$ cat src/rtl/rank_pipe_ctrl.sv
// rank_pipe_ctrl: front-end controller for the shared round-robin rank unit.
// Round-robin arbitration of NUM_PORTS insert requesters onto the unit's
// single insert interface, a three-state dequeue sequencer, and an optional
// out-of-range flow ID dropper enabled by defining RANK_PIPE_CTRL_DROP_EN.
//
// Handshake semantics: a transfer happens on a rising clk edge when valid and
// ready are both high in that cycle; ready never waits on a future valid, and
// a valid, once raised, is the requester's promise to hold its payload until
// it is accepted.
module rank_pipe_ctrl #(
    parameter int NUM_PORTS     = 4,
    parameter int FLOW_ID_WIDTH = 16,
    parameter int MAX_NUM_FLOWS = 4,
    parameter int RANK_WIDTH    = 16,
    parameter int META_WIDTH    = 16,
    localparam int LG_W         = (NUM_PORTS > 1) ? $clog2(NUM_PORTS) : 1
) (
    input  logic                               clk,
    input  logic                               rst_n,
    input  logic [NUM_PORTS-1:0]               in_valid,
    output logic [NUM_PORTS-1:0]               in_ready,
    input  logic [NUM_PORTS*FLOW_ID_WIDTH-1:0] in_flowID,
    input  logic [NUM_PORTS*META_WIDTH-1:0]    in_meta,
    output logic                               rank_insert,
    output logic [FLOW_ID_WIDTH-1:0]           rank_flowID,
    output logic [META_WIDTH-1:0]              rank_meta,
    input  logic                               rank_nearly_full,
    input  logic                               rank_valid,
    input  logic [RANK_WIDTH-1:0]              rank_in,
    input  logic [META_WIDTH-1:0]              rank_meta_in,
    output logic                               rank_remove,
    input  logic                               deq_req,
    output logic                               deq_valid,
    input  logic                               deq_ready,
    output logic [RANK_WIDTH-1:0]              deq_rank,
    output logic [META_WIDTH-1:0]              deq_meta,
    output logic [31:0]                        drop_cnt,
    output logic [1:0]                         dbg_deq_state,
    output logic [LG_W-1:0]                    dbg_last_grant
);

    typedef enum logic [1:0] {
        DEQ_IDLE = 2'd0,
        DEQ_WAIT = 2'd1,
        DEQ_HOLD = 2'd2
    } deq_state_t;

    localparam logic [LG_W-1:0] LAST_PORT = LG_W'(NUM_PORTS - 1);

    // ---------------- insert path state ----------------
    logic [LG_W-1:0]          last_grant_q, last_grant_d;
    logic                     rank_insert_q, rank_insert_d;
    logic [FLOW_ID_WIDTH-1:0] rank_flowID_q, rank_flowID_d;
    logic [META_WIDTH-1:0]    rank_meta_q, rank_meta_d;

    logic                     grant_found;
    logic [LG_W-1:0]          grant_idx;
    logic [LG_W-1:0]          cand_idx;
    logic                     transfer;
    logic [FLOW_ID_WIDTH-1:0] sel_flowID;
    logic [META_WIDTH-1:0]    sel_meta;

    // Round-robin search starting one past the last grant; ready is withheld
    // during reset and whenever the rank unit signals nearly-full.
    always_comb begin
        grant_found = 1'b0;
        grant_idx   = last_grant_q;
        cand_idx    = '0;
        in_ready    = '0;
        for (int i = 1; i <= NUM_PORTS; i++) begin
            cand_idx = LG_W'((int'(last_grant_q) + i) % NUM_PORTS);
            if (!grant_found && in_valid[cand_idx]) begin
                grant_found = 1'b1;
                grant_idx   = cand_idx;
            end
        end
        if (rst_n && !rank_nearly_full && grant_found) begin
            in_ready[grant_idx] = 1'b1;
        end
    end

    assign transfer   = |(in_valid & in_ready);
    assign sel_flowID = in_flowID[int'(grant_idx)*FLOW_ID_WIDTH +: FLOW_ID_WIDTH];
    assign sel_meta   = in_meta[int'(grant_idx)*META_WIDTH +: META_WIDTH];

`ifdef RANK_PIPE_CTRL_DROP_EN
    localparam logic [FLOW_ID_WIDTH-1:0] MAX_FLOWS_W = FLOW_ID_WIDTH'(MAX_NUM_FLOWS);

    logic [31:0] drop_cnt_q, drop_cnt_d;

    // Capture the granted payload; out-of-range flows are counted instead of
    // being forwarded, and the counter sticks at its maximum.
    always_comb begin
        last_grant_d  = last_grant_q;
        rank_insert_d = 1'b0;
        rank_flowID_d = rank_flowID_q;
        rank_meta_d   = rank_meta_q;
        drop_cnt_d    = drop_cnt_q;
        if (transfer) begin
            last_grant_d  = grant_idx;
            rank_flowID_d = sel_flowID;
            rank_meta_d   = sel_meta;
            if (sel_flowID >= MAX_FLOWS_W) begin
                if (drop_cnt_q != 32'hFFFF_FFFF) begin
                    drop_cnt_d = drop_cnt_q + 32'd1;
                end
            end else begin
                rank_insert_d = 1'b1;
            end
        end
    end

    // Drop counter register.
    always_ff @(posedge clk) begin
        if (!rst_n) begin
            drop_cnt_q <= '0;
        end else begin
            drop_cnt_q <= drop_cnt_d;
        end
    end

    assign drop_cnt = drop_cnt_q;
`else
    // Capture the granted payload; every transfer is forwarded unchanged.
    always_comb begin
        last_grant_d  = last_grant_q;
        rank_insert_d = 1'b0;
        rank_flowID_d = rank_flowID_q;
        rank_meta_d   = rank_meta_q;
        if (transfer) begin
            last_grant_d  = grant_idx;
            rank_flowID_d = sel_flowID;
            rank_meta_d   = sel_meta;
            rank_insert_d = 1'b1;
        end
    end

    assign drop_cnt = 32'd0;
`endif

    // Insert-side registers; reset cancels any pending insert strobe and
    // points the arbiter so port 0 is searched first.
    always_ff @(posedge clk) begin
        if (!rst_n) begin
            last_grant_q  <= LAST_PORT;
            rank_insert_q <= 1'b0;
            rank_flowID_q <= '0;
            rank_meta_q   <= '0;
        end else begin
            last_grant_q  <= last_grant_d;
            rank_insert_q <= rank_insert_d;
            rank_flowID_q <= rank_flowID_d;
            rank_meta_q   <= rank_meta_d;
        end
    end

    assign rank_insert    = rank_insert_q;
    assign rank_flowID    = rank_flowID_q;
    assign rank_meta      = rank_meta_q;
    assign dbg_last_grant = last_grant_q;

    // ---------------- dequeue path ----------------
    deq_state_t            deq_state_q;
    logic [RANK_WIDTH-1:0] deq_rank_q;
    logic [META_WIDTH-1:0] deq_meta_q;

    // Dequeue sequencer: wait for a head entry, pop it once, hold it for the
    // consumer. Requests arriving outside IDLE are simply not looked at.
    always_ff @(posedge clk) begin
        if (!rst_n) begin
            deq_state_q <= DEQ_IDLE;
            deq_rank_q  <= '0;
            deq_meta_q  <= '0;
        end else begin
            case (deq_state_q)
                DEQ_IDLE: begin
                    if (deq_req) begin
                        deq_state_q <= DEQ_WAIT;
                    end
                end
                DEQ_WAIT: begin
                    if (rank_valid) begin
                        deq_rank_q  <= rank_in;
                        deq_meta_q  <= rank_meta_in;
                        deq_state_q <= DEQ_HOLD;
                    end
                end
                DEQ_HOLD: begin
                    if (deq_ready) begin
                        deq_state_q <= DEQ_IDLE;
                    end
                end
                default: deq_state_q <= DEQ_IDLE;
            endcase
        end
    end

    // The pop strobe coincides with the capture cycle so the unit advances
    // its head exactly when the entry is taken.
    assign rank_remove   = (deq_state_q == DEQ_WAIT) && rank_valid;
    assign deq_valid     = (deq_state_q == DEQ_HOLD);
    assign deq_rank      = deq_rank_q;
    assign deq_meta      = deq_meta_q;
    assign dbg_deq_state = deq_state_q;

endmodule

$ cat config.mk
export PLATFORM = sky130hd
export DESIGN_NAME = rank_pipe_ctrl
export DESIGN_NICKNAME = d
export VERILOG_FILES = /design/src/rtl/rank_pipe_ctrl.sv
export SDC_FILE = /design/constraint.sdc
export NUM_CORES = 1
export LEC_CHECK = 0
export CAP_MARGIN = 20
export CORE_ASPECT_RATIO = 0.7
export CORE_MARGIN = 1.5
export CORE_UTILIZATION = 37
export DETAILED_ROUTE_END_ITERATION = 8
export GPL_ROUTABILITY_DRIVEN = 1
export GPL_TIMING_DRIVEN = 0
export PLACE_DENSITY_LB_ADDON = 0.05
export SYNTH_ARGS = -nofsm -noshare
export SYNTH_HDL_FRONTEND = slang
export SYNTH_SLANG_ARGS = --single-unit
$ cat constraint.sdc
create_clock -name clk -period 3 [get_ports clk]
set_input_delay 0.6 -clock clk [delete_from_list [all_inputs] [get_ports clk]]
set_output_delay 0.6 -clock clk [all_outputs]
set_load 0.02 [all_outputs]
==> results.toml, run 1 <==
[power_and_ir_drop]
leakagePower_nw = 2.80
switching_share = 0.269
worst_ir_drop_vdd_mv = 0.319
powerDensity_mw_per_mm2 = 441
int_pwr_mw = 2.18
report.power.total_mw = 2.98
share_clk_of_total_power = 0.368
seqPwrFrac = 0.336
p_switching_mw = 0.802
comb_power_share = 0.296

[die]
initial_utilization = 0.379
floorplan.die.width_um = 122
fp-row-count = 30
io-pin-count = 277
die-height_um = 86.2
floorplan.die_area_sq_mm = 0.0105
coreArea_sq_mm = 0.00965

[setup_path]
cp.required_ns = 2.40
worstPathArrival_ns = 2.32
path_max_fanout = 10
setup.worst_path.start_class = "input pin"
end_kind = "primary output"
reg2reg_to = "rank_meta[0]"
critical_path.startpoint = "in_valid[1]"
crit-reg2reg-launch = "dbg_last_grant[0]"
register_to_register_path_depth = 7
rrSetupSlack_ns = 1.01
crit_type = "input pin to primary output"
capture_point_of_the_critical_path = "in_ready[0]"

[drt]
routed-via-count = 3878
route.antenna.remaining_nets = 0
initialDrtViolationCount = 102
detail_route.vias_per_cell = 4.75
detailedRoute.firstPassIterationCount = 6
wirelength_um = 12400
detailed_route_drc_error_count = 0
wire_per_inst_um = 15.2

[logic_synthesis]
yosys_register_bits = 69
synth.lib_cells_used.distinct = 30
synthCells = 393
synth_area_per_cell_sq_um = 9.31
yosysSeqAreaShare = 0.378
mappedNetlistArea_sq_mm = 0.00366
ys.warnings.count = 0

[grt]
globalRouteTotalUtil = 0.226
grt_antenna_before_repair = 0
largest_net_degree_at_the_start_of_global_routing = 17
grt_remaining_overflow = 0
number_of_global_route_vias_before_repair = 3868
grt_first_pass_wirelength_um = 18500

[sta]
holdWs_ns = 0.459
hold_viol = 0
finalWorstSetupSlack_ns = 0.0776
achievable-frequency_mhz = 342
timing.final.setup_violations = 0
drv_slew = 0
fin_crit_ns = 2.92
portion_of_the_clock_cycle_consumed_by_the_worst_path_in_the_final_layout = 0.974
timing.clock.skew_ns = 0.00633

[finish]
final.fill_count = 771
final_common_cell = "clkdlybuf4s50_1"
layout_common_cells = "238 x clkdlybuf4s50_1, 69 x dfxtp_1, 66 x nand2_1"
area_growth_syn_to_layout_pct = 84.5
fin_area_sq_mm = 0.00675
design.final.nets = 853
multiInputGateArea_sq_mm = 0.00195
drive_above_1_share = 0.129
area_of_all_sequential_standard_cells_sq_mm = 0.00138
diodes = 0

[clock_tree]
clkTransAtPathRegs_ns = 0.05
clk-insertion-delay-late_ns = 0.32
tritoncts = "done"
root_buffer = "clkbuf_16"
clkSinkCount = 69
htree_depth = 3
clk_path_buf_depth = 2
cts_inserted_buffers = 9

[placement]
pre_cts_slack_ns = -0.739
sum_of_net_half_perimeters_after_detailed_placement_um = 9960
post_dp_cell_area_sq_mm = 0.00638
final_replace_weighted_congestion = 0.799
io_buffer_count = 244

[run_status]
result_of_the_run = "finished, final reports clean"

[run]
max-cap-violations = 0

[min_path]
hold_path_class = "flip-flop to flip-flop"
-- synthesized netlist by cell type, drive strengths merged --
cell type	count	area (sq um)
dfxtp	69	1380
a21boi	32	240
buf	44	364
a22oi	1	12.5
nand2	66	248
nor2	5	18.8
nand3	1	5.00
nor3b	1	7.51
clkbuf	20	75.1
o211ai	1	7.51
or2	1	6.26
nand2b	3	18.8
o21a	1	7.51
nor3	2	10.0
mux2i	65	651
o21ai	34	170
clkinv	1	3.75
a221oi	32	349
and2	2	12.5
nor2b	4	25.0
conb	1	3.75
inv	3	11.3
a21o	2	15.0
and3	1	6.26
a211o	1	8.76
-- worst min-delay path by stage --
stage / start / end / cells after the start
after detailed placement: dbg_deq_state[1] / dbg_deq_state[0] / 1
after floorplan: deq_meta[0] / deq_meta[0] / 2
after global routing: deq_meta[4] / deq_meta[4] / 2
final: dbg_deq_state[1] / dbg_deq_state[0] / 1
after CTS: dbg_deq_state[1] / dbg_deq_state[0] / 1
after global placement: deq_meta[6] / deq_meta[6] / 2
-- layer usage --
layer | vias up | global-route usage | share of wire
li1 | 1913 | - | -
met1 | 1761 | 0.244 | 0.39
met2 | 174 | 0.410 | 0.50
met3 | 30 | 0.0737 | 0.086
met4 | 0 | 0.0888 | 0.033
met5 | - | 0 | 0
-- per-stage QoR --
stage / util / TNS, ns / std cells
5_1_grt: 0.700 / -0.0302 / 816
3_5_place_dp: 0.661 / -2.61 / 796
2_1_floorplan: - / 0 / 424
4_1_cts: 0.695 / -0.0274 / 810
6_report: 0.700 / 0 / 816
3_3_place_gp: 0.661 / -2.40 / 796
-- state kept, by name (all words and copies together), names as in the netlist --
name	cells
dbg_deq_state	2
deq_meta	16
rank_flowID	16
rank_meta	16
deq_rank	16
dbg_last_grant	2
rank_insert	1
-- worst max-delay path, cell delays in order --
cell	delay [ns]
clkdlybuf4s50_1	0.54
nor2b_2	0.20
nor3_1	0.07
a21o_1	0.23
nor2_4	0.14
buf_6	0.16
and2_1	0.13
clkdlybuf4s15_2	0.25
-- final cells by class --
type | count | share of cell area
repair buffers | 251 | 0.368
multi-input cells | 287 | 0.290
flip-flops and latches | 69 | 0.205
plain buffers | 61 | 0.0649
clock buffers | 13 | 0.0400
well taps | 128 | 0.0237
clock inverters | 3 | 0.00630
inverters | 4 | 0.00241
-- power by group through the flow --
stage | registers [mW] | logic [mW] | clock network, mW
after floorplan | 1.08 | 0.386 | 0
after global placement | 1.02 | 0.856 | 0
after detailed placement | 1.02 | 0.866 | 0
after CTS | 1.00 | 0.870 | 1.11
after global routing | 1.01 | 0.941 | 1.15
final | 1.00 | 0.882 | 1.10
-- timing repair --
action,CTS,global route
gates resized for setup,23,6
endpoints found under the setup margin,5,4
hold buffers,0,0
pin swaps,0,2
setup buffers,1,6
-- cells by family (layout without fill, tap and decap cells) --
logic type	Yosys count	after routing	synth area share
multiplexers	65	65	0.178
AO/OA/AOI/OAI	104	104	0.222
buffers and inverters	68	332	0.124
other	1	32	0.00103
flip-flops	69	69	0.378
AND/OR/NAND/NOR	86	86	0.0978
(Power assumes the default switching activity.)
==> inputs of run 2 (changes only) <==
--- a/config.mk
+++ b/config.mk
@@ -13,6 +13,7 @@
 export GPL_ROUTABILITY_DRIVEN = 1
 export GPL_TIMING_DRIVEN = 0
 export PLACE_DENSITY_LB_ADDON = 0.05
+export SKIP_CTS_REPAIR_TIMING = 1
 export SYNTH_ARGS = -nofsm -noshare
 export SYNTH_HDL_FRONTEND = slang
 export SYNTH_SLANG_ARGS = --single-unit
==> run 2 against run 1 <==
Power shrank 0.45%; routed wire length shrank 0.64%; clock-buffer cell count is the same; sequential cell count is the same; utilization shrank 0.14 points; global-route usage shrank 0.16 points; largest power group unchanged; highest routed layer unchanged.
==> results.toml, run 2 (same netlist as run 1, synthesis figures left out) <==
[setup_path]
crit_type = "input pin to primary output"
end_kind = "primary output"
setup.worst_path.start_class = "input pin"
cp_cell_sequence = "clkdlybuf4s50_1 -> nor2b_2 -> a211o_1 -> a22oi_2 -> buf_6 -> and3_1 -> clkbuf_2"
timing.critical_path.buf_inv = 3
slowest_stage_cell_crit_path = "clkdlybuf4s50_1"
worstPathArrival_ns = 2.29
critical_path.top_delay_family = "buffers and inverters"
cp.required_ns = 2.40
path_max_fanout = 15
critPathMaxStageDelay_ns = 0.46

[finish]
design.final.nets = 851
layout_common_cells = "238 x clkdlybuf4s50_1, 69 x dfxtp_1, 66 x nand2_1"
area_growth_syn_to_layout_pct = 84.1
diodes = 0
count_of_placed_standard_cells_in_the_final_layout_fillers_left_out = 814
drive_above_1_share = 0.124
fin_area_sq_mm = 0.00674
postLayoutCoreUtil = 0.698
final_common_cell = "clkdlybuf4s50_1"

[placement]
final_replace_weighted_congestion = 0.799
placed_cells = 796
post_dp_cell_area_sq_mm = 0.00638
io_buffer_count = 244
pre_cts_slack_ns = -0.739
sum_of_net_half_perimeters_after_detailed_placement_um = 9960

[run_status]
result_of_the_run = "finished, final reports clean"

[grt]
grt_remaining_overflow = 0
number_of_global_route_vias_before_repair = 3861
grt_antenna_before_repair = 0
largest_net_degree_at_the_start_of_global_routing = 12
grt_first_pass_wirelength_um = 18400
globalRouteTotalUtil = 0.224

[drt]
dr.max_layer_used = "met4"
detailed_route_drc_error_count = 0
detailedRoute.firstPassIterationCount = 4
wirelength_um = 12300
routed-via-count = 3858
met2_wirelength_um = 6070
detailroute.wirelength.met3_um = 1050
initialDrtViolationCount = 121
detail_route.wirelength.met1_um = 4800
wire_per_inst_um = 15.1
route.antenna.remaining_nets = 0
detail_route.vias_per_cell = 4.74

[sta]
portion_of_the_clock_cycle_consumed_by_the_worst_path_in_the_final_layout = 0.965
timing.clock.skew_ns = 0.00637
setup_tns_ns = 0
grt_setup_unrepaired = "no"
achievable-frequency_mhz = 345
holdWs_ns = 0.459
timing.final.setup_violations = 0
hold_viol = 0
fin_crit_ns = 2.89
drv_slew = 0
finalWorstSetupSlack_ns = 0.105

[clock_tree]
root_buffer = "clkbuf_16"
htree_depth = 3
tritoncts = "done"
clkSinkCount = 69
clk_path_buf_depth = 2
clk-insertion-delay-late_ns = 0.32
clkTransAtPathRegs_ns = 0.05
cts_inserted_buffers = 9

[power_and_ir_drop]
report.power.total_mw = 2.97
powerDensity_mw_per_mm2 = 440
worst_ir_drop_vdd_mv = 0.314
leakagePower_nw = 2.82

[die]
floorplan.die_area_sq_mm = 0.0105
io-pin-count = 277
coreArea_sq_mm = 0.00965
fp-row-count = 30
die-height_um = 86.2
floorplan.die.width_um = 122
initial_utilization = 0.379

[run]
max-cap-violations = 0

[min_path]
hold_path_class = "flip-flop to flip-flop"
==> run 2: layout make-up <==
class	count	area, sq um
clock buffers	13	270
inverters	4	21.3
fillers	780	2910
repair buffers	249	2470
flip-flops and latches	69	1380
clock inverters	3	42.5
well taps	128	160
multi-input cells	287	1950
plain buffers	61	434
==> run 2: worst paths after layout <==
kind | cells after the start | from | to | slack (ns)
worst min register to register | 1 | dbg_deq_state[1] | dbg_deq_state[0] | 0.46
worst min-delay path | 1 | dbg_deq_state[1] | dbg_deq_state[0] | 0.46
worst max register to register | 8 | dbg_deq_state[0] | deq_meta[13] | 0.98
worst max-delay path | 7 | in_valid[1] | in_ready[2] | 0.11
==> run 2: routing by layer <==
layer	track usage	vias to the layer above
met2	0.406	166
met5	0	-
met4	0.0888	0
li1	-	1910
met1	0.243	1749
met3	0.0737	33
==> run 2: where the power goes <==
part	total (mW)	leakage, nW	internal [mW]	switching (mW)
clock	1.10	0.152	0.710	0.386
sequential	1.00	0.565	0.972	0.0290
combinational	0.869	2.10	0.486	0.383
==> run 2: worst reg2reg max path, stage by stage, from the launching register on <==
cell and delay [ns]:
dfxtp_1 0.38, nand2_1 0.06, or2_2 0.27, clkbuf_1 0.20, clkinvlp_4 0.20, buf_4 0.15, clkbuf_1 0.36, nand2_1 0.12
a21boi_0 0.20
==> inputs of run 3 (changes only) <==
--- a/config.mk
+++ b/config.mk
@@ -13,6 +13,7 @@
 export GPL_ROUTABILITY_DRIVEN = 1
 export GPL_TIMING_DRIVEN = 0
 export PLACE_DENSITY_LB_ADDON = 0.05
+export SETUP_SLACK_MARGIN = 0.5
 export SKIP_CTS_REPAIR_TIMING = 1
 export SYNTH_ARGS = -nofsm -noshare
 export SYNTH_HDL_FRONTEND = slang
==> run 3 against run 2 <==
Global-route usage stayed put; critical path type unchanged; combinational power is 6.8% higher; clock-buffer cell count stayed put; highest routed layer unchanged; critical path depth is 2 higher.
==> results.toml, run 3 (same netlist as run 1, synthesis figures left out) <==
[clock_tree]
tritoncts = "done"
root_buffer = "clkbuf_16"
clk-insertion-delay-late_ns = 0.33
cts_inserted_buffers = 9
clkSinkCount = 69
clk_path_buf_depth = 2
clkTransAtPathRegs_ns = 0.06
htree_depth = 3

[drt]
wirelength_um = 12800
route.antenna.remaining_nets = 0
wire_per_inst_um = 15.4
detail_route.vias_per_cell = 4.77
detailedRoute.firstPassIterationCount = 4
routed-via-count = 3959
detailed_route_drc_error_count = 0
initialDrtViolationCount = 104

[min_path]
hold_path_class = "flip-flop to flip-flop"

[placement]
sum_of_net_half_perimeters_after_detailed_placement_um = 9960
io_buffer_count = 244
pre_cts_slack_ns = -0.739
final_replace_weighted_congestion = 0.799
post_dp_cell_area_sq_mm = 0.00638
placed_cells = 796

[setup_path]
worstPathArrival_ns = 1.93
cp.required_ns = 2.40
setup.worst_path.start_class = "input pin"
path_max_fanout = 7
end_kind = "primary output"
crit_type = "input pin to primary output"

[sta]
drv_slew = 0
grt_setup_unrepaired = "yes"
timing.final.setup_violations = 0
achievable-frequency_mhz = 395
holdWs_ns = 0.461
hold_viol = 0
setup_tns_ns = 0
timing.clock.skew_ns = 0.00734
portion_of_the_clock_cycle_consumed_by_the_worst_path_in_the_final_layout = 0.844
fin_crit_ns = 2.53
finalWorstSetupSlack_ns = 0.469

[power_and_ir_drop]
report.power.total_mw = 3.03
powerDensity_mw_per_mm2 = 434
worst_ir_drop_vdd_mv = 0.316
leakagePower_nw = 2.96

[grt]
number_of_global_route_vias_before_repair = 3861
grt_remaining_overflow = 0
globalRouteTotalUtil = 0.224
grt_first_pass_wirelength_um = 18400
largest_net_degree_at_the_start_of_global_routing = 12
grt_antenna_before_repair = 0

[finish]
fin_area_sq_mm = 0.00698
design.final.nets = 867
drive_above_1_share = 0.158
final.fill_count = 736
count_of_placed_standard_cells_in_the_final_layout_fillers_left_out = 830
area_growth_syn_to_layout_pct = 90.7
layout_common_cells = "232 x clkdlybuf4s50_1, 68 x dfxtp_1, 66 x nand2_1"
final_common_cell = "clkdlybuf4s50_1"
diodes = 0
postLayoutCoreUtil = 0.723

[die]
floorplan.die.width_um = 122
floorplan.die_area_sq_mm = 0.0105
initial_utilization = 0.379
fp-row-count = 30
coreArea_sq_mm = 0.00965
die-height_um = 86.2
io-pin-count = 277

[run_status]
result_of_the_run = "finished, final reports clean"

[run]
max-cap-violations = 0
## run 3: cell types whose count changed in the layout (fill, tap and decap cells not counted), moves of 4 or more
cell and delta:
buf_4 +10, buf_6 +8, dlymetal6s2s_1 +4, clkdlybuf4s50_1 -6
## run 3: power by group
part / leakage (nW) / total, mW / internal [mW] / switching (mW)
combinational: 2.25 / 0.928 / 0.528 / 0.399
clock: 0.152 / 1.10 / 0.710 / 0.390
sequential: 0.565 / 1.00 / 0.972 / 0.0295
total: 2.96 / 3.03 / 2.21 / 0.819
## run 3: path summary, 6_finish.rpt
check,endpoint,cells past startpoint,startpoint,slack [ns]
hold / removal,deq_meta[6],2,deq_meta[6],0.46
setup / recovery,in_ready[0],9,in_valid[3],0.47
setup reg to reg,rank_meta[0],8,dbg_last_grant[0],0.94
hold reg to reg,deq_meta[6],2,deq_meta[6],0.46
## run 3: critical path: stages
cell and delay, ns:
dlymetal6s2s_1 0.16, nand2b_1 0.11, o21ai_0 0.13, a21o_1 0.24, buf_4 0.15, nor2_4 0.14
buf_6 0.15, and2_4 0.14, buf_6 0.11
## run 3: per-layer routing
| metal | global-route usage | up-vias | wire, um |
|---|---|---|---|
| met3 | 0.0737 | 33 | 1130 |
| met1 | 0.243 | 1808 | 4910 |
| met2 | 0.406 | 176 | 6300 |
| li1 | - | 1942 | - |
| met5 | 0 | - | 0 |
| met4 | 0.0888 | 0 | 411 |
## run 3: layout make-up
cell class,count,area (sq um),share of cell area
Timing Repair Buffer,262,2610,0.374
Multi-Input combinational cell,287,1990,0.285
Sequential cell,69,1380,0.198
Buffer,64,494,0.0709
Clock buffer,13,270,0.0387
Tap cell,128,160,0.0230
Clock inverter,3,42.5,0.00610
Inverter,4,25.0,0.00359
